$ cat src/rtl/grey_frame_writer_pkg.sv
// Shared definitions for the greyscale frame writer.
//   - Default frame geometry and frame buffer address width.
//   - FSM state encoding.
//   - Grey conversion constants and the helper that applies them to an R+G+B sum.
package grey_frame_writer_pkg;

    localparam int H_RES_DEF  = 640;
    localparam int V_RES_DEF  = 480;
    localparam int ADDR_W_DEF = 19;

    // grey = (R+G+B) * 85 / 256, which approximates (R+G+B) / 3.
    localparam int GREY_COEF  = 85;
    localparam int GREY_SHIFT = 8;

    // R+G+B of three 8-bit channels needs 10 bits (max 765).
    localparam int SUM_W = 10;

    typedef enum logic [0:0] {
        ST_IDLE = 1'b0,
        ST_RUN  = 1'b1
    } state_t;

    // Max product is 765*85 = 65025, so 16 bits hold it without saturation.
    function automatic logic [7:0] grey_of(input logic [SUM_W-1:0] sum);
        logic [15:0] prod;
        prod = 16'(sum) * 16'(GREY_COEF);
        return prod[GREY_SHIFT +: 8];
    endfunction

endpackage

$ cat src/rtl/grey_frame_writer_grey_pipe.sv
// Two-stage greyscale pipeline carrying the write address with each pixel.
//   S1: registers sum = R+G+B and the address.
//   S2: registers grey = (sum*85)>>8 and the address; S2 drives the write port.
// Ports:
//   clk, rst            clock, asynchronous active-high reset
//   in_valid_i          pixel offered to S1 (loaded when in_ready_o is high)
//   in_ready_o          S1 can take a pixel this cycle
//   in_red/green/blue_i colour channels
//   in_addr_i           frame buffer address of the pixel
//   out_valid_o         S2 holds a pixel (write request)
//   out_ready_i         downstream accepts the S2 pixel this cycle
//   out_grey_o          grey value of the S2 pixel
//   out_addr_o          address of the S2 pixel
//   s1_valid_o          S1 occupancy, for the busy indication
// Handshake: a transfer happens on any cycle where valid and ready are both
// high; S2 contents are held unchanged while out_valid_o & !out_ready_i.
module grey_frame_writer_grey_pipe
    import grey_frame_writer_pkg::*;
#(
    parameter int ADDR_W = ADDR_W_DEF
) (
    input  logic              clk,
    input  logic              rst,
    input  logic              in_valid_i,
    output logic              in_ready_o,
    input  logic [7:0]        in_red_i,
    input  logic [7:0]        in_green_i,
    input  logic [7:0]        in_blue_i,
    input  logic [ADDR_W-1:0] in_addr_i,
    output logic              out_valid_o,
    input  logic              out_ready_i,
    output logic [7:0]        out_grey_o,
    output logic [ADDR_W-1:0] out_addr_o,
    output logic              s1_valid_o
);

    logic              s1_valid_q;
    logic [SUM_W-1:0]  s1_sum_q;
    logic [ADDR_W-1:0] s1_addr_q;
    logic              s2_valid_q;
    logic [7:0]        s2_grey_q;
    logic [ADDR_W-1:0] s2_addr_q;
    logic              s2_adv;

    // S2 can take new contents when it is empty or its pixel leaves now.
    assign s2_adv     = !s2_valid_q || out_ready_i;
    // S1 can reload when empty or when its pixel moves into S2.
    assign in_ready_o = !s1_valid_q || s2_adv;

    always_ff @(posedge clk or posedge rst) begin
        if (rst) begin
            s1_valid_q <= 1'b0;
            s1_sum_q   <= '0;
            s1_addr_q  <= '0;
            s2_valid_q <= 1'b0;
            s2_grey_q  <= '0;
            s2_addr_q  <= '0;
        end else begin
            if (s2_adv) begin
                s2_valid_q <= s1_valid_q;
                s2_grey_q  <= grey_of(s1_sum_q);
                s2_addr_q  <= s1_addr_q;
            end
            if (in_ready_o) begin
                s1_valid_q <= in_valid_i;
                s1_sum_q   <= SUM_W'(in_red_i) + SUM_W'(in_green_i) + SUM_W'(in_blue_i);
                s1_addr_q  <= in_addr_i;
            end
        end
    end

    assign out_valid_o = s2_valid_q;
    assign out_grey_o  = s2_grey_q;
    assign out_addr_o  = s2_addr_q;
    assign s1_valid_o  = s1_valid_q;

endmodule

$ cat src/rtl/grey_frame_writer.sv
// Greyscale frame writer: takes RGB pixels from the capture stream, converts
// them to 8-bit grey and writes them into the frame buffer at y*H_RES + x.
// Ports:
//   clk, rst                 clock, asynchronous active-high reset
//   enable                   allow a new frame to start on an s_sof pixel
//   s_valid/s_ready          input pixel handshake
//   s_sof                    input pixel is first of frame
//   s_red/s_green/s_blue     colour channels
//   m_we/m_ready             frame buffer write handshake
//   m_addr/m_data            write address and grey data
//   frame_done               pulse when the last pixel's write is accepted
//   sync_err                 pulse when s_sof arrives mid-frame
//   busy                     FSM running or pipeline occupied
//   dbg_state                current FSM state
// Handshake: a transfer happens on any cycle where valid and ready are both
// high; m_we, m_addr and m_data stay unchanged while m_we & !m_ready.
module grey_frame_writer
    import grey_frame_writer_pkg::*;
#(
    parameter int H_RES  = H_RES_DEF,
    parameter int V_RES  = V_RES_DEF,
    parameter int ADDR_W = ADDR_W_DEF
) (
    input  logic              clk,
    input  logic              rst,
    input  logic              enable,
    input  logic              s_valid,
    output logic              s_ready,
    input  logic              s_sof,
    input  logic [7:0]        s_red,
    input  logic [7:0]        s_green,
    input  logic [7:0]        s_blue,
    output logic              m_we,
    input  logic              m_ready,
    output logic [ADDR_W-1:0] m_addr,
    output logic [7:0]        m_data,
    output logic              frame_done,
    output logic              sync_err,
    output logic              busy,
    output state_t            dbg_state
);

    localparam int X_W = (H_RES > 1) ? $clog2(H_RES) : 1;
    localparam int Y_W = (V_RES > 1) ? $clog2(V_RES) : 1;
    localparam logic [ADDR_W-1:0] LAST_ADDR = ADDR_W'(H_RES * V_RES - 1);
    localparam logic [X_W-1:0]    X_LAST    = X_W'(H_RES - 1);
    localparam logic [Y_W-1:0]    Y_LAST    = Y_W'(V_RES - 1);

    state_t            state_q, state_d;
    logic [X_W-1:0]    x_q, x_d;
    logic [Y_W-1:0]    y_q, y_d;
    logic [ADDR_W-1:0] addr_q, addr_d;

    logic              pipe_in_ready;
    logic              pipe_s1_valid;
    logic              start_req;
    logic              accept;
    logic              take;
    logic              restart;
    logic [X_W-1:0]    px;
    logic [Y_W-1:0]    py;
    logic [ADDR_W-1:0] paddr;
    logic              pix_last;

    // A frame-starting pixel in IDLE must fit into the pipeline, which may
    // still be draining the previous frame; everything else in IDLE is
    // dropped and so can always be accepted.
    assign start_req = enable && s_sof;
    assign s_ready   = (state_q == ST_IDLE && !start_req) ? 1'b1 : pipe_in_ready;
    assign accept    = s_valid && s_ready;
    assign take      = accept && (state_q == ST_RUN || start_req);

    // Pixel position: a frame start (from IDLE or a mid-frame re-sync)
    // places the pixel at (0,0), otherwise it takes the running counters.
    assign restart  = (state_q == ST_IDLE) || s_sof;
    assign px       = restart ? '0 : x_q;
    assign py       = restart ? '0 : y_q;
    assign paddr    = restart ? '0 : addr_q;
    assign pix_last = (px == X_LAST) && (py == Y_LAST);

    assign sync_err = accept && (state_q == ST_RUN) && s_sof &&
                      (x_q != '0 || y_q != '0);

    always_comb begin
        state_d = state_q;
        x_d     = x_q;
        y_d     = y_q;
        addr_d  = addr_q;
        if (take) begin
            if (pix_last) begin
                state_d = ST_IDLE;
                x_d     = '0;
                y_d     = '0;
                addr_d  = '0;
            end else begin
                state_d = ST_RUN;
                addr_d  = paddr + ADDR_W'(1);
                if (px == X_LAST) begin
                    x_d = '0;
                    y_d = py + Y_W'(1);
                end else begin
                    x_d = px + X_W'(1);
                    y_d = py;
                end
            end
        end
    end

    always_ff @(posedge clk or posedge rst) begin
        if (rst) begin
            state_q <= ST_IDLE;
            x_q     <= '0;
            y_q     <= '0;
            addr_q  <= '0;
        end else begin
            state_q <= state_d;
            x_q     <= x_d;
            y_q     <= y_d;
            addr_q  <= addr_d;
        end
    end

    grey_frame_writer_grey_pipe #(
        .ADDR_W (ADDR_W)
    ) u_grey_pipe (
        .clk         (clk),
        .rst         (rst),
        .in_valid_i  (take),
        .in_ready_o  (pipe_in_ready),
        .in_red_i    (s_red),
        .in_green_i  (s_green),
        .in_blue_i   (s_blue),
        .in_addr_i   (paddr),
        .out_valid_o (m_we),
        .out_ready_i (m_ready),
        .out_grey_o  (m_data),
        .out_addr_o  (m_addr),
        .s1_valid_o  (pipe_s1_valid)
    );

    assign frame_done = m_we && m_ready && (m_addr == LAST_ADDR);
    assign busy       = (state_q != ST_IDLE) || pipe_s1_valid || m_we;
    assign dbg_state  = state_q;

endmodule
$ cat config.mk
export PLATFORM = sky130hd
export DESIGN_NAME = grey_frame_writer
export DESIGN_NICKNAME = d
export VERILOG_FILES = /design/src/rtl/grey_frame_writer_pkg.sv /design/src/rtl/grey_frame_writer_grey_pipe.sv /design/src/rtl/grey_frame_writer.sv
export SDC_FILE = /design/constraint.sdc
export NUM_CORES = 1
export LEC_CHECK = 0
export BUFFER_PORTS_ARGS = -buffer_cell sky130_fd_sc_hd__buf_2
export CORE_ASPECT_RATIO = 1.2
export CORE_MARGIN = 1.5
export CORE_UTILIZATION = 60
export CTS_BUF_LIST = sky130_fd_sc_hd__clkbuf_8 sky130_fd_sc_hd__clkbuf_16
export CTS_CLUSTER_DIAMETER = 120
export CTS_CLUSTER_SIZE = 16
export DETAILED_ROUTE_END_ITERATION = 8
export PLACE_DENSITY = 0.81
export SLEW_MARGIN = 40
export SYNTH_ARGS = -nofsm -noshare
export SYNTH_HDL_FRONTEND = slang
export SYNTH_HIERARCHICAL = 1
export SYNTH_SLANG_ARGS = --single-unit
$ cat constraint.sdc
create_clock -name clk -period 4.1 [get_ports clk]
set_input_delay 0.41 -clock clk [delete_from_list [all_inputs] [get_ports clk]]
set_output_delay 0.41 -clock clk [all_outputs]
set_load 0.1 [all_outputs]
=== Yosys cells after proc, flatten, opt, wreduce, memory -nomap -nowiden ===
Cells that the tools add are included.
Widths: inputs -> output; s select.

* Flip-flop bits (word level): 97
* Input port bits: 30
* Output and inout port bits: 33
* Logic and storage cells: 52

* Add/sub/neg operators: 5
* Multiply operators: 1
* Eq/ne operators: 3
* Multiplexer cells: 10
* Bitwise operators: 1
* Reduce and logical (&&, ||, !) cells: 22

{| class="wikitable"
|+ Operators with widths
! kind !! number
|-
| $mux 19 || 2
|-
| $mux 10 || 3
|-
| $mux 9 || 3
|-
| $add 19x1->19 const B || 1
|-
| $eq 19x19->1 const B || 1
|-
| $mul 10x7->16 const B || 1
|-
| $add 10x1->10 const B || 1
|-
| $add 10x8->10 || 1
|-
| $eq 10x10->1 const B || 1
|-
| $logic_and 1x1->1 || 10
|-
| $reduce_bool 10->1 || 1
|-
| $add 8x8->9 || 1
|-
| $add 9x1->9 const B || 1
|-
| $eq 9x9->1 const B || 1
|-
| $reduce_bool 9->1 || 1
|-
| $logic_or 1x1->1 || 7
|-
| $logic_not 1->1 || 3
|-
| $mux 1 || 2
|-
| $not 1->1 || 1
|}

=== Depth between registers and ports, before layout ===
* Depth in word-level cells: 8
* Mapped depth: 14
* Mapped depth without buffers: 14

=== By module ===
Netlist, hierarchy kept.

{| class="wikitable"
|+ Modules (own cells, without submodules)
! module !! instances !! cells each !! area an instance (µm²) !! sequential area each (µm²)
|-
| grey_frame_writer_grey_pipe || 1 || 412 || 3826.2 || 1451.4
|-
| grey_frame_writer || 1 || 303 || 2642.5 || 975.9
|}

=== Least setup slack after synthesis ===
No wires, ideal clock.

* Path kind: register to output
* Start: register u_grey_pipe.s2_addr_q[1], in the netlist u_grey_pipe/out_addr_o[1]
* End: output port frame_done
* Data arrival time: 4246 ps
* Required time: 3690 ps
* Setup slack: -556 ps
* Cell stages (with the launch flop): 4
* Buffers on the path: 0
* Cell sequence: dfrtp_1 and4_1 nand3_1 nor4_1

* Cells in the longest elaborated chain, start to end: 2

{| class="wikitable"
|+ Ends and longest elaborated chain
! what !! line !! text
|-
| from (decl) || grey_frame_writer_grey_pipe.sv:42 || <nowiki>logic [ADDR_W-1:0] s2_addr_q;</nowiki>
|-
| from (signal assigned) || grey_frame_writer_grey_pipe.sv:62 || <nowiki>s2_addr_q <= s1_addr_q;</nowiki>
|-
| $eq 19x19->1 || grey_frame_writer.sv:141 || <nowiki>assign frame_done = m_we && m_ready && (m_addr == LAST_ADDR);</nowiki>
|-
| $logic_and 1x1->1 || grey_frame_writer.sv:141 ||
|-
| to (decl) || grey_frame_writer.sv:37 || <nowiki>output logic frame_done,</nowiki>
|}

No other way between the ends.

=== Worst setup path in the final report ===
* Start: register u_grey_pipe.s1_sum_q[3]
* End: register u_grey_pipe.s2_grey_q[7], in the netlist u_grey_pipe/out_grey_o[7]

* Cells in the longest elaborated chain, start to end: 1

{| class="wikitable"
|+ Ends and longest elaborated chain
! what !! line !! text
|-
| from (decl) || grey_frame_writer_grey_pipe.sv:38 || <nowiki>logic [SUM_W-1:0] s1_sum_q;</nowiki>
|-
| from (signal assigned) || grey_frame_writer_grey_pipe.sv:66 || <nowiki>s1_sum_q <= SUM_W'(in_red_i) + SUM_W'(in_green_i) + SUM_W'(in_blue_i);</nowiki>
|-
| $mul 10x7->16 || grey_frame_writer_pkg.sv:26 || <nowiki>prod = 16'(sum) * 16'(GREY_COEF);</nowiki>
|-
| to (signal assigned) || grey_frame_writer_grey_pipe.sv:61 || <nowiki>s2_grey_q <= grey_of(s1_sum_q);</nowiki>
|-
| to (decl) || grey_frame_writer_grey_pipe.sv:41 || <nowiki>logic [7:0] s2_grey_q;</nowiki>
|}

No other way between the ends.
A chain may end at the register's enable or synchronous reset.

==> qor.yml <==
synth_cell_type_count: 74
final_area_mm2: 0.007196
overflow: 0
grt_pass1_wl_mm: 23.96
netlist_area_mm2: 0.006469
powerDensity_mw_per_mm2: 925.2
layout_commonest_cell: "nand2_1"
hold_viol: 0
rsz0062_at_grt: "no"
hpwl_mm: 9.942
max_freq_ghz: 0.2575
nets: 861
drt_iter0_markers: 259
syn_nets: 812
pre_cts_slack_ns: 0.1911
cts_sinks: 97
finClkSkew_ns: 0.006010
fin_util_pct: 68.42
num_io_pins: 63
cts_tree: "built"
gp_congestion: 0.8540
avgSynthCellArea_um2: 9.047
drv_slew: 0
dieArea_mm2: 0.01142
htree_levels: 3
synth_edf_count: 0
grt_use_total_pct: 25.58
post-route-drc-count: 0
insertion_delay_ns: 0.35
antenna_cells: 0
die_w_um: 97.79
critPathCaptureType: "flop"
cts_buffers: 9
grt_max_degree: 59
p_clk_share_pct: 13.5
p_leak_uw: 0.003717
antenna_found_initial: 0
ys_seq_area_share_pct: 37.52
period_needed_ns: 3.884
start_util_pct: 61.51
worstPathMaxFanout: 3
hold_path.class: "primary input to async pin"
cap_violations: 0
worstSetupPathType: "flop to flop"
holdWs_ns: 0.1996
area_growth_pct: 11.24
viasPerCell: 5.898
fp.dieH_um: 116.7
arrival_ns: 4.11
startpoint_type: "flop"
layout_common_cells: "164 x nand2_1, 97 x dfrtp_1, 62 x buf_2"
drive_above_1_share_pct: 15.21
power_switching_uw: 3252
post_cts_buffers: 0
dr.pass1.iters: 5
setup_ws_ns: 0.2160
clk_pin_slew_ns: 0.07
async_flop_share_pct: 100.0
cts_buffer_depth: 2
p_int_uw: 3405
ir_drop_mv: 0.8529
pwr-share-comb_pct: 68.3
ys_ff_latch: 97
rows: 41
wl_per_cell_um: 15.28
grt_pass1_vias: 5315
ctsRootBufferMaster: "clkbuf_16"
outcome: "finished clean"
tightest_slew_ns: 0.7516
setup_tns_ns: 0
netlist_instances: 715
cts_hold_buf: 0
required_ns: 4.32
vias: 5296
seqPwrFrac_pct: 18.2
synth-main-ff-cell: "dfrtp_1"
finalCritPeriodShare_pct: 94.73
maxSlewHeadroom_pct: 49.90
setup_violations: 0
placed_area_mm2: 0.006855
swShare_pct: 48.85
ant_nets: 0
core_mm2: 0.01052
wl_mm: 13.72
cts-resized-gates: 0
io_buffers: 62
yosysWarnings: 6
[worst max-delay path: stages (launching register included)]
cell and delay, ns:
dfrtp_1 0.41, ha_1 0.31, inv_1 0.06, fa_1 0.56
inv_1 0.06, ha_1 0.32, inv_1 0.06, fa_1 0.50
inv_1 0.05, ha_1 0.32, a21o_1 0.24, a221oi_4 0.38
o211ai_2 0.14, nor4_1 0.26, nor3b_1 0.09
[cell usage after synthesis (10+ instances only)]
cell,instances,area [um2]
nor2_1,26,97.59
buf_2,16,80.08
a22o_1,11,96.34
and3_1,15,93.84
o21ai_1,10,50.05
nor4_1,10,62.56
dfrtp_1,97,2427
nand3_1,25,125.1
nand2_1,164,615.6
xnor2_1,10,87.58
ha_1,47,588.1
and2_1,23,143.9
nand4_1,11,68.82
inv_1,50,187.7
a21oi_1,23,115.1
fa_1,20,400.4
o21ai_0,19,95.09
[logic make-up (layout without fill, tap and decap cells)]
logic type	count (synthesis)	count (layout)	share of synthesized area, %
adder cells (fa/ha/maj)	67	67	15.28
buffers and inverters	83	137	5.474
AND/OR/NAND/NOR	325	325	25.55
flip-flops	97	97	37.52
AO/OA/AOI/OAI	120	120	12.98
XOR/XNOR	19	19	2.573
multiplexers	4	4	0.6190
[flip-flops by register name, summed over array words and instances, names as in the netlist]
| name | count |
|---|---|
| addr_q | 19 |
| y_q | 9 |
| x_q | 10 |
| u_grey_pipe/s1_sum_q | 10 |
| u_grey_pipe/s1_valid_o | 1 |
| u_grey_pipe/s1_addr_q | 19 |
| u_grey_pipe/out_valid_o | 1 |
| dbg_state | 1 |
| u_grey_pipe/out_addr_o | 19 |
| u_grey_pipe/out_grey_o | 8 |
[per-stage QoR]
stage | instances | power, uW
after floorplan | 715 | 4809
after global routing | 898 | 7227
final | 898 | 6657
after CTS | 898 | 6586
after global placement | 882 | 5407
after detailed placement | 882 | 5613
[layer usage]
layer	GRT usage (%)	up-vias	wire length, um
li1	-	2569	-
met1	31.31	2575	5973
met2	46.06	128	6980
met3	4.189	24	516
met4	9.143	0	252
met5	0	-	0
[worst paths after layout]
| path | slack (ns) | cells past startpoint | end | from |
|---|---|---|---|---|
| max | 0.22 | 14 | u_grey_pipe/out_grey_o[7]$_DFFE_PP0P_ | u_grey_pipe/s1_sum_q[3]$_DFFE_PP0P_ |
| min | 0.20 | 3 | y_q[0]$_DFFE_PP0P_ | rst |
| max reg2reg | 0.22 | 14 | u_grey_pipe/out_grey_o[7]$_DFFE_PP0P_ | u_grey_pipe/s1_sum_q[3]$_DFFE_PP0P_ |
| min reg2reg | 0.47 | 2 | u_grey_pipe/s1_addr_q[13]$_DFFE_PP0P_ | u_grey_pipe/s1_addr_q[13]$_DFFE_PP0P_ |
| max in group asynchronous | 3.37 | 3 | u_grey_pipe/out_grey_o[2]$_DFFE_PP0P_ | rst |
| min in group clk | 0.45 | 3 | dbg_state$_DFFE_PP0P_ | s_valid |
[final cells by class]
type / instances / area, um2
multi-input combinational: 535 / 3724
inverter: 51 / 191.4
clock inverter: 7 / 96.34
tap: 129 / 161.4
sequential: 97 / 2427
timing repair buffer: 70 / 370.4
clock buffer: 9 / 225.2
fill: 778 / 3321
[power groups by stage]
stage	registers (uW)	clock network (uW)	logic (uW)
global placement	1230	0	4180
finish	1210	901	4540
global route	1230	961	5040
floorplan	1550	0	3260
detailed placement	1240	0	4380
CTS	1220	924	4450
No activity file was read; power rests on OpenSTA's default activity.
